## src/rtl/adder_tree_arbiter.sv

```systemverilog
// Round-robin front end that shares one pipelined adder tree between NUM_REQ vector producers.
// A tag FIFO pairs each returning sum with the ID of the requester that issued it.
module adder_tree_arbiter #(
  parameter int NUM_REQ      = 4,
  parameter int NUM_INPUTS   = 10,
  parameter int DATA_WIDTH   = 16,
  parameter int TREE_LATENCY = 4,
  parameter int DEPTH        = $clog2(NUM_INPUTS),
  parameter int ID_W         = $clog2(NUM_REQ),
  parameter int TAG_DEPTH    = 2**$clog2(TREE_LATENCY+2)
) (
  input  logic                                       clk,
  input  logic                                       rst,
  input  logic [NUM_REQ-1:0]                         enable_mask,
  input  logic [NUM_REQ-1:0]                         req_valid,
  input  logic [NUM_REQ*NUM_INPUTS*DATA_WIDTH-1:0]   req_data,
  output logic [NUM_REQ-1:0]                         req_ready,
  output logic                                       tree_valid_in,
  output logic [NUM_INPUTS*DATA_WIDTH-1:0]           tree_data_in,
  input  logic                                       tree_valid_out,
  input  logic signed [DATA_WIDTH+DEPTH-1:0]         tree_data_out,
  output logic                                       res_valid,
  output logic [ID_W-1:0]                            res_id,
  output logic signed [DATA_WIDTH+DEPTH-1:0]         res_data,
  output logic                                       tag_err
);

  localparam int VEC_W  = NUM_INPUTS*DATA_WIDTH;
  localparam int SUM_W  = DATA_WIDTH+DEPTH;
  localparam int TAG_AW = $clog2(TAG_DEPTH);
  localparam int CNT_W  = TAG_AW+1;

  // ---------------- arbitration ----------------
  logic [NUM_REQ-1:0] eligible;
  logic [NUM_REQ-1:0] grant_vec;
  logic [ID_W-1:0]    ptr_reg, ptr_next;
  logic [ID_W-1:0]    grant_id;
  logic               grant_any;
  logic               fifo_stall;
  logic               xfer;
  logic [CNT_W-1:0]   cnt_reg, cnt_next;

  assign eligible   = req_valid & enable_mask;
  assign fifo_stall = (cnt_reg >= CNT_W'(TAG_DEPTH-1));

  // Search starts one past the last winner and wraps, so the last winner has lowest priority.
  always_comb begin
    int cand;
    cand      = 0;
    grant_any = 1'b0;
    grant_id  = '0;
    for (int k = 1; k <= NUM_REQ; k++) begin
      cand = int'(ptr_reg) + k;
      if (cand >= NUM_REQ) cand = cand - NUM_REQ;
      if (!grant_any && eligible[ID_W'(cand)]) begin
        grant_any = 1'b1;
        grant_id  = ID_W'(cand);
      end
    end
  end

  always_comb begin
    grant_vec = '0;
    if (grant_any && !fifo_stall) grant_vec[grant_id] = 1'b1;
  end

  assign req_ready = grant_vec;
  assign xfer      = |(grant_vec & req_valid);
  assign ptr_next  = xfer ? grant_id : ptr_reg;

  // ---------------- granted vector select ----------------
  logic [VEC_W-1:0] masked_vec [NUM_REQ];
  logic [VEC_W-1:0] granted_vec;

  for (genvar gi = 0; gi < NUM_REQ; gi++) begin : g_sel
    assign masked_vec[gi] = req_data[gi*VEC_W +: VEC_W] & {VEC_W{grant_vec[gi]}};
  end

  always_comb begin
    granted_vec = '0;
    for (int i = 0; i < NUM_REQ; i++) granted_vec = granted_vec | masked_vec[i];
  end

  // ---------------- tag FIFO (first-word-fall-through) ----------------
  logic [ID_W-1:0]   tag_mem [TAG_DEPTH];
  logic [TAG_AW-1:0] wr_ptr_reg, rd_ptr_reg;
  logic              fifo_empty;
  logic              push, pop;
  logic [ID_W-1:0]   head_id;

  assign fifo_empty = (cnt_reg == '0);
  assign push       = xfer;
  assign pop        = tree_valid_out & ~fifo_empty;
  assign head_id    = tag_mem[rd_ptr_reg];

  always_comb begin
    cnt_next = cnt_reg;
    case ({push, pop})
      2'b10:   cnt_next = cnt_reg + CNT_W'(1);
      2'b01:   cnt_next = cnt_reg - CNT_W'(1);
      default: cnt_next = cnt_reg;
    endcase
  end

  always_ff @(posedge clk) begin
    if (push) tag_mem[wr_ptr_reg] <= grant_id;
  end

  always_ff @(posedge clk or posedge rst) begin
    if (rst) begin
      wr_ptr_reg <= '0;
      rd_ptr_reg <= '0;
      cnt_reg    <= '0;
      ptr_reg    <= ID_W'(NUM_REQ-1);
    end else begin
      if (push) wr_ptr_reg <= wr_ptr_reg + TAG_AW'(1);
      if (pop)  rd_ptr_reg <= rd_ptr_reg + TAG_AW'(1);
      cnt_reg <= cnt_next;
      ptr_reg <= ptr_next;
    end
  end

  // ---------------- issue and result stages ----------------
  logic                    tree_valid_in_reg;
  logic [VEC_W-1:0]        tree_data_in_reg;
  logic                    res_valid_reg;
  logic [ID_W-1:0]         res_id_reg;
  logic signed [SUM_W-1:0] res_data_reg;
  logic                    tag_err_reg;

  always_ff @(posedge clk or posedge rst) begin
    if (rst) begin
      tree_valid_in_reg <= 1'b0;
      tree_data_in_reg  <= '0;
    end else begin
      tree_valid_in_reg <= xfer;
      if (xfer) tree_data_in_reg <= granted_vec;
    end
  end

  // A sum arriving with no outstanding tag is dropped and flagged until reset.
  always_ff @(posedge clk or posedge rst) begin
    if (rst) begin
      res_valid_reg <= 1'b0;
      res_id_reg    <= '0;
      res_data_reg  <= '0;
      tag_err_reg   <= 1'b0;
    end else begin
      res_valid_reg <= pop;
      if (pop) begin
        res_id_reg   <= head_id;
        res_data_reg <= tree_data_out;
      end
      if (tree_valid_out && fifo_empty) tag_err_reg <= 1'b1;
    end
  end

  assign tree_valid_in = tree_valid_in_reg;
  assign tree_data_in  = tree_data_in_reg;
  assign res_valid     = res_valid_reg;
  assign res_id        = res_id_reg;
  assign res_data      = res_data_reg;
  assign tag_err       = tag_err_reg;

endmodule

```

## config.mk

```make
export PLATFORM = sky130hd
export DESIGN_NAME = adder_tree_arbiter
export DESIGN_NICKNAME = d
export VERILOG_FILES = /design/src/rtl/adder_tree_arbiter.sv
export SDC_FILE = /design/constraint.sdc
export NUM_CORES = 1
export LEC_CHECK = 0
export CORE_AREA = 10 10 323 325
export DETAILED_ROUTE_END_ITERATION = 10
export DIE_AREA = 0 0 333 335
export HOLD_SLACK_MARGIN = 0.1
export PLACE_DENSITY = 0.47
export RECOVER_POWER = 100
export SKIP_LAST_GASP = 1
export SLEW_MARGIN = 10
export SYNTH_ARGS = -nofsm -noshare
export SYNTH_HDL_FRONTEND = slang
export SYNTH_SLANG_ARGS = --single-unit
```

## constraint.sdc

```tcl
create_clock -name clk -period 11 [get_ports clk]
set_clock_uncertainty 0.15 [all_clocks]
set_input_delay 1.65 -clock clk [delete_from_list [all_inputs] [get_ports clk]]
set_output_delay 1.65 -clock clk [all_outputs]
set_load 0.1 [all_outputs]
```

==> flow_results.org, run 1 <==
** Run status
- Status :: finished with violations
- The final reports fail on capacitance limit, slew limit.

** Detailed routing
- Before antenna repair, the detailed router went through 5 iterations.
- Number of nets with antenna violations after routing :: 0
- Per-cell via count in the routed design :: 3.98
- After detailed routing, the average wire length per cell comes to 23.9 um.
- Post-Route WL :: around 81000 um
- The final route contains 13471 vias.
- Residual DRC :: 0
- Number of DRC markers in iteration 0 :: 590

** Placed design
- Post-DP HPWL :: 64800 um
- Buffers on Ports :: about 860
- Gpl congestion :: between 0.8 and 0.9
- Pre-CTS setup slack :: 3.82 ns

** STA
- Transition at the pin with the smallest max-transition slack :: 4.69 ns
- The number of pins exceeding their max-slew limit in the final report is 334.
- Setup repair after global routing left no endpoint under its margin.
- Measured against its own limit, the worst slew margin works out to -213%.
- Setup slack on the critical path of the routed design comes to 2.44 ns.
- Final setup vio count :: 0
- For the final routed database, the setup TNS stands at 0 ns.
- Tightest hold margin :: between 0.3 and 0.4 ns
- Static timing analysis puts the maximum clock frequency at 0.117 GHz.
- Of the available clock period, the critical path in the final layout requires 77.8%.
- Fin. Hold Viols :: 0
- The worst path needs 8.56 ns of the cycle, external delays included.

** Min path
- Worst hold-check path type :: flop to flop
- Hold wc startpoint :: tag_err$_DFFE_PP0P_
- Number of cells traversed by the worst hold path :: 1

** Setup path
- The critical path starts at req_valid[3].
- Worst path max stage delay :: about 1.6 ns
- Critical Path RT :: 9.20 ns
- Worst Path Arrival :: 6.76 ns
- Of all nets on the critical path, the largest fanout is 45.
- Cell at the slowest stage of the critical path :: clkbuf_1
- Worst-case register-to-register setup slack :: roughly 3.7 ns
- Startpoint type of the worst setup path :: input port
- By startpoint and endpoint, the worst setup path is classified as input port to output pin.
- Cells along the critical path :: dlygate4sd3_1 -> nand2_1 -> nand2_1 -> o21ai_4 -> clkbuf_1 -> inv_2 -> nand2b_4 -> buf_4 -> nor2_1 -> dlygate4sd3_1
- Sort of element at the end of the critical path :: output pin
- Measured in cells, the most critical reg-to-reg path has a length of 8.
- The critical path runs through a total of 10 cells.
- Among cell families on the critical path, the largest total delay comes from buffers and inverters.
- Worst path buffer plus inverter count :: 5
- In this run the critical register-to-register path is launched from ptr_reg[1]$_DFFE_PP1P_.

** Yosys
- The number of nets in the synthesized netlist is 1952.
- Library cells used by synthesis :: 43
- Among all flip-flop cells after synthesis, the most frequent one is dfrtp_1.
- For this run, asynchronously set or reset flops after synthesis account for 92.5%.
- Average size of a mapped cell :: ~11 um2
- Number of enable flip-flop cells after synthesis :: 16
- The Yosys step of the flow raised 0 warnings.
- Cell area after synthesis :: 13700 um2
- Syn Inst Count :: roughly 1300
- Number of synthesized register bits :: 213
- Sequential element share of the synthesized area :: roughly two fifths

** Power and ir drop
- Leak pwr :: a little over 10 nW
- Post-layout power :: between 0.007 and 0.008 W
- Power per cell area :: a little over 300 nW/um2
- Peak ir drop on the vdd network :: 0.152 mV

** Clock tree
- Max Buffers Root-to-Sink :: 3
- Post-CTS Hold Fix Bufs :: 0
- Cts bufs inserted :: 30
- CTS saw ~210 sinks.
- In this run the number of H-tree levels came out at 1.
- Post-CTS repair timing setup buffer count :: 0
- Clock-pin slew was measured on the worst setup and hold paths at 0.06 ns.
- TritonCTS built the clock tree.
- Resized cells post-CTS :: 0
- At the later pin of the worst-skew pair, clock insertion delay measures 0.59 ns.
- Clock root buffer master :: clkbuf_16

** Global routing
- First-pass GRT wire length :: ~110000 um
- The number of antenna violations at the first check in global routing is 9.
- The total overflow left after global routing is 0.
- Total routing resource utilization after global routing :: 13.7%
- Entering global routing, the biggest net connects 90 pins.
- The via count of the first global-routing pass is 15168.

** Finish
- Leaving out fill and tap cells, the most frequent cell in the layout is clkdlybuf4s50_1.
- Largest register FFs :: 160
- Nets :: ~2700
- The area growth from synthesis to layout is 74.4%.
- Share of post-route cells with drive strength above 1 :: 5.01%
- Fin util :: 24.4%
- Most frequent cells in the layout :: clkdlybuf4s50_1, mux2i_1, nand2_1, dfrtp_1, dlygate4sd3_1

** Die
- Effective utilization at floorplan :: 14.0%
- The die is about 340 um tall.
- In this run the standard cell core region covers 97800 um2.
- The die covers 112000 um2.
- During I/O placement, the number of pins put on the boundary was 860.
- After floorplanning, the core was divided into 115 placement rows.
- The die is 333 um wide.

** Job
- # Max-Cap Violations :: 15
-- final timing paths --
check / end
setup / recovery: req_ready[1]
hold / removal: tag_err$_DFFE_PP0P_
setup reg to reg: tree_data_in[156]$_DFFE_PP0P_
hold reg to reg: tag_err$_DFFE_PP0P_
max in group asynchronous: tree_data_in[33]$_DFFE_PP0P_
min in group asynchronous: tree_data_in[103]$_DFFE_PP0P_
-- final cells by class --
class / count / area (um2)
Clock buffer: 48 / 908
Clock inverter: 6 / 70.1
Fill cell: 10526 / 73900
Inverter: 5 / 20.0
Timing Repair Buffer: 879 / 8570
Multi-Input combinational cell: 944 / 7300
Sequential cell: 213 / 5410
Antenna cell: 5 / 12.5
Tap cell: 1287 / 1610
-- cell usage after synthesis, types with 2 or more instances --
library cell | instances | area share [%]
dfstp_2 | 2 | 0.38
nor4b_1 | 2 | 0.13
nand2_1 | 238 | 6.5
nor2_1 | 5 | 0.14
buf_2 | 23 | 0.84
nand3b_1 | 2 | 0.11
inv_1 | 3 | 0.082
mux4_2 | 4 | 0.66
xnor2_1 | 5 | 0.32
buf_4 | 18 | 0.99
o221ai_1 | 80 | 5.1
buf_1 | 4 | 0.11
mux2i_1 | 322 | 24
edfxtp_1 | 16 | 3.5
a21oi_1 | 4 | 0.15
clkbuf_1 | 47 | 1.3
nor3_1 | 3 | 0.11
and2_1 | 161 | 7.3
nor3b_1 | 2 | 0.11
ha_1 | 5 | 0.46
dfrtp_1 | 195 | 36
buf_6 | 22 | 1.8
nor4_1 | 2 | 0.091
o221ai_2 | 80 | 8.8
a22o_1 | 2 | 0.13
xor2_1 | 4 | 0.26
o21ai_0 | 4 | 0.15
o22ai_1 | 2 | 0.091
a311oi_1 | 2 | 0.13
inv_2 | 2 | 0.055
nand2b_1 | 3 | 0.14
-- layer usage --
metal | share of wire, % | global-route usage (%) | vias to the layer above
met5 | 0.041 | 0 | -
met2 | 51 | 24.7 | 523
met1 | 39 | 15.5 | 6615
met4 | 1.8 | 2.62 | 6
li1 | - | - | 6266
met3 | 7.6 | 4.59 | 61
-- worst reg2reg max path, stage by stage, from the launching register on --
cell and delay (ns):
dfstp_2 0.58, and3_1 0.16, o22ai_1 0.07, a211oi_1 0.50, buf_4 0.65, buf_4 0.84
clkbuf_1 3.36, mux2i_1 0.55, o221ai_2 0.36
-- power breakdown --
part / total (W) / leakage, nW / switching, W / internal (W)
clock network: 0.000990 / 0.482 / 0.000407 / 0.000583
registers: 0.00138 / 2.58 / 0.000235 / 0.00115
logic: 0.00499 / 7.14 / 0.00370 / 0.00130
total: 0.00737 / 10.2 / 0.00434 / 0.00303
-- per-stage QoR --
stage / cells / area (um2)
after global routing: 3386 / 23900
final: 3387 / 23900
after floorplan: 1276 / 13700
after global placement: 3328 / 23400
after detailed placement: 3328 / 23400
after CTS: 3382 / 24300
-- cell families after synthesis --
logic type | Yosys count | synth area share (%)
compound gates | 181 | 15.2
xor+xnor | 9 | 0.575
fa+ha+maj | 6 | 0.529
buf+inv | 119 | 5.17
flops | 213 | 39.5
mux | 327 | 24.2
simple gates | 421 | 14.8
No activity file was read; power rests on OpenSTA's default activity.
==> inputs of run 2 (changes only) <==
--- a/config.mk
+++ b/config.mk
@@ -5,11 +5,11 @@
 export SDC_FILE = /design/constraint.sdc
 export NUM_CORES = 1
 export LEC_CHECK = 0
-export CORE_AREA = 10 10 323 325
+export CORE_AREA = 10 10 325 327
 export DETAILED_ROUTE_END_ITERATION = 10
-export DIE_AREA = 0 0 333 335
+export DIE_AREA = 0 0 335 337
 export HOLD_SLACK_MARGIN = 0.1
-export PLACE_DENSITY = 0.47
+export PLACE_DENSITY = 0.46
 export RECOVER_POWER = 100
 export SKIP_LAST_GASP = 1
 export SLEW_MARGIN = 10
==> constraint.sdc (replaced) <==
create_clock -name clk -period 8.68 [get_ports clk]
set_clock_uncertainty 0.15 [all_clocks]
set_input_delay 1.302 -clock clk [delete_from_list [all_inputs] [get_ports clk]]
set_output_delay 1.302 -clock clk [all_outputs]
set_load 0.1 [all_outputs]
==> run 2 against run 1 <==
  * The flow still finishes with violations (capacitance limit, slew limit)
  * Critical path depth did not move
  * Hold slack worse by 0.0027 ns
  * Sequential power is 25% higher
  * Register-to-register slack worse by 1.1 ns
  * Core utilization is 0.32 points lower
  * Clock power up 28%
==> flow_results.org, run 2 (synthesis results as in run 1) <==
** Clock tree
- The number of cells upsized or downsized after cts came to 0 (unchanged).
- Clock-pin slew on the worst setup and hold paths :: 0.05 ns (about the same)
- The number of buffers added by the clock tree synthesis step is 29 (-3.3%).
- The total of hold buffers inserted after clock tree synthesis came to 0 (unchanged).
- The tree is rooted in a clkbuf_16.
- Post-CTS repair timing setup buffer count :: 0 (unchanged)
- Max Buffers Root-to-Sink :: 3 (unchanged)
- The clock sink total came to 213 (unchanged).
- TritonCTS built the clock tree.
- CTS H-tree depth :: 1 (unchanged)
- The clock insertion delay at the later pin of the skew report was 0.58 ns (about the same).

** Die
- The chip height is 337 um (+0.60%).
- The standard-cell row count was 116 (+0.87%).
- Effective utilization at floorplan :: 13.8% (-0.20 points)
- Area of the core :: 99300 um2 (+1.5%)
- Number of ports placed on the die boundary :: 860 (unchanged)
- Die Footprint :: 113000 um2 (+1.2%)
- The horizontal die dimension came to 335 um (+0.60%).

** Setup path
- Cells along the critical path :: dlygate4sd3_1 -> nand2_1 -> nand2_1 -> o21ai_0 -> buf_4 -> inv_1 -> nand2b_1 -> clkbuf_1 -> clkbuf_2 -> o221ai_1
- Startpoint type of the worst setup path :: input port
- Worst path max stage delay :: 1.26 ns (-0.36 ns)
- The count of buffering cells on the critical path with inverters included was 5 (unchanged).
- Sort of element at the end of the critical path :: flop
- Kind of cell adding the most delay to the critical path :: buffers and inverters
- Cell at the slowest stage of the critical path :: clkbuf_1
- The critical path in this run is classified as input port to flop.
- By instance count, the cell type seen most on the critical path is nand2_1.
- Worst Path Arrival :: 7.37 ns (+0.61 ns)
- The maximum fanout along the worst path came to 58 (+29%).
- The endpoint required time on the critical path came to 8.90 ns (-0.30 ns).

** STA
- The number of hold violations in the final report is 0 (unchanged).
- The setup TNS after final layout was 0 ns (unchanged).
- Min setup slack post-route :: 1.53 ns (-0.903 ns)
- The measured slew at the worst slew-check pin came to 5.05 ns (+0.357 ns).
- In the finished design, the share of the clock period the worst path needs comes to 82.3%.
- Post-layout min period :: 7.15 ns
- The number of pins exceeding their max-slew limit in the final report is 209 (-37%).
- Maximum operating frequency :: 0.140 GHz
- RSZ-0062 raised after global routing :: no
- Final setup vio count :: 0 (unchanged)
- Max_slew headroom :: -236% (-24 points)

** Placed design
- The placed wire-length estimate came to 63100 um (-2.7%).
- Pre-CTS setup slack :: 2.23 ns (-1.59 ns)
- Buffers on Ports :: 859 (unchanged)
- Gpl congestion :: 0.844 (-4.0%)
- Placed instance count :: 3335 (+0.21%)

** Finish
- Most frequent cells in the layout :: clkdlybuf4s50_1, mux2i_1, nand2_1, dfrtp_1, dlygate4sd3_1
- The library cell used most frequently in the layout, excluding fill and tap cells, is clkdlybuf4s50_1.
- Non-Filler Instances :: 3390 (+0.089%)
- Area growth syn-to-layout :: 74.6%
- The share of post-route cells with drive strength above 1 came to 4.40% (-0.61 points).
- The number of filler cells placed in the layout was 10761 (+2.2%).
- Nets :: 2744 (-0.18%)
- Largest register FFs :: 160 (unchanged)

** Global routing
- Number of antenna violations at the first check in global routing :: 7 (-2)
- The remaining global-route overflow is 0 (unchanged).
- The first-pass GRT wire length was 109000 um (-4.3%).
- Pin count of the biggest net entering global routing :: 123 (+37%)
- The via count of the first global-routing pass was 14816 (-2.3%).
- Total routing resource utilization after global routing :: 12.9% (-0.74 points)

** Run status
- The flow ran to the end, but the final reports show violations.
- The final reports fail on capacitance limit, slew limit.

** Power and ir drop
- Power per cell area :: 387 nW/um2 (+26%)
- Leak pwr :: 10.2 nW (+0.33%)
- Peak ir drop on the vdd network :: 0.166 mV (+8.6%)
- Post-layout power :: 0.00927 W (+26%)

** Detailed routing
- The total wire length is 78400 um (-3.0%).
- The iteration count of the initial detailed-routing pass was 4 (-1).
- Via count of the routed design :: 13448 (-0.17%)
- The post-detailed-route wirelength per cell was 23.1 um (-3.1%).
- The initial DRC count came to 492 (-17%).
- Per-cell via count in the routed design :: 3.97 (-0.26%)
- Residual DRC :: 0 (unchanged)
- Number of nets with antenna violations after routing :: 0 (unchanged)

** Job
- The max-capacitance violation count was 9 (-6).

** Min path
- The path class of the tightest hold or removal check is flop to flop.
[run 2: through the flow]
step	hold slack (ns)	utilization [%]	cell area, um2
5_1_grt	0.328	24.1	23900
3_5_place_dp	0.304	23.6	23400
3_3_place_gp	0.292	23.6	23400
4_1_cts	0.317	24.6	24400
6_report	0.305	24.1	23900
2_1_floorplan	0.342	-	13700
[run 2: path summary, 6_finish.rpt]
kind	from	end	slack (ns)	cells past startpoint
max	req_valid[3]	tree_data_in[66]$_DFFE_PP0P_	1.53	10
min	tag_err$_DFFE_PP0P_	tag_err$_DFFE_PP0P_	0.31	1
max reg2reg	cnt_reg[1]$_DFFE_PP0P_	tree_data_in[66]$_DFFE_PP0P_	2.55	8
min reg2reg	tag_err$_DFFE_PP0P_	tag_err$_DFFE_PP0P_	0.31	1
max in group asynchronous	rst	tree_data_in[32]$_DFFE_PP0P_	3.52	2
min in group asynchronous	rst	tree_data_in[82]$_DFFE_PP0P_	2.47	2
[run 2: area by class of cell]
cell class	instances	area, um2	area share, %
repair buffers	875	8650	36.1
multi-input cells	944	7240	30.2
flip-flops and latches	213	5410	22.6
well taps	1298	1620	6.79
clock buffers	39	783	3.27
clock inverters	14	208	0.868
inverters	5	20.0	0.0836
diodes	2	5.00	0.0209
[run 2: routing by layer]
metal,vias up,share of wire [%],GRT usage [%]
met5,-,0.027,0
met4,4,1.0,1.84
met3,46,7.1,3.54
met2,509,53,24.0
met1,6632,39,14.9
li1,6257,-,-
[run 2: worst register-to-register path, cell delays in order (launching register included)]
cell and delay (ns):
dfrtp_1 0.52, a31oi_4 0.14, o21ai_0 0.10, buf_4 0.52, inv_1 0.35, nand2b_1 1.25, clkbuf_1 1.28, clkbuf_2 1.24
o221ai_1 0.37
[run 2: power breakdown]
group	leakage (nW)	internal [W]	switching, W
logic	7.17	0.00164	0.00463
clock network	0.480	0.000779	0.000496
registers	2.58	0.00145	0.000276
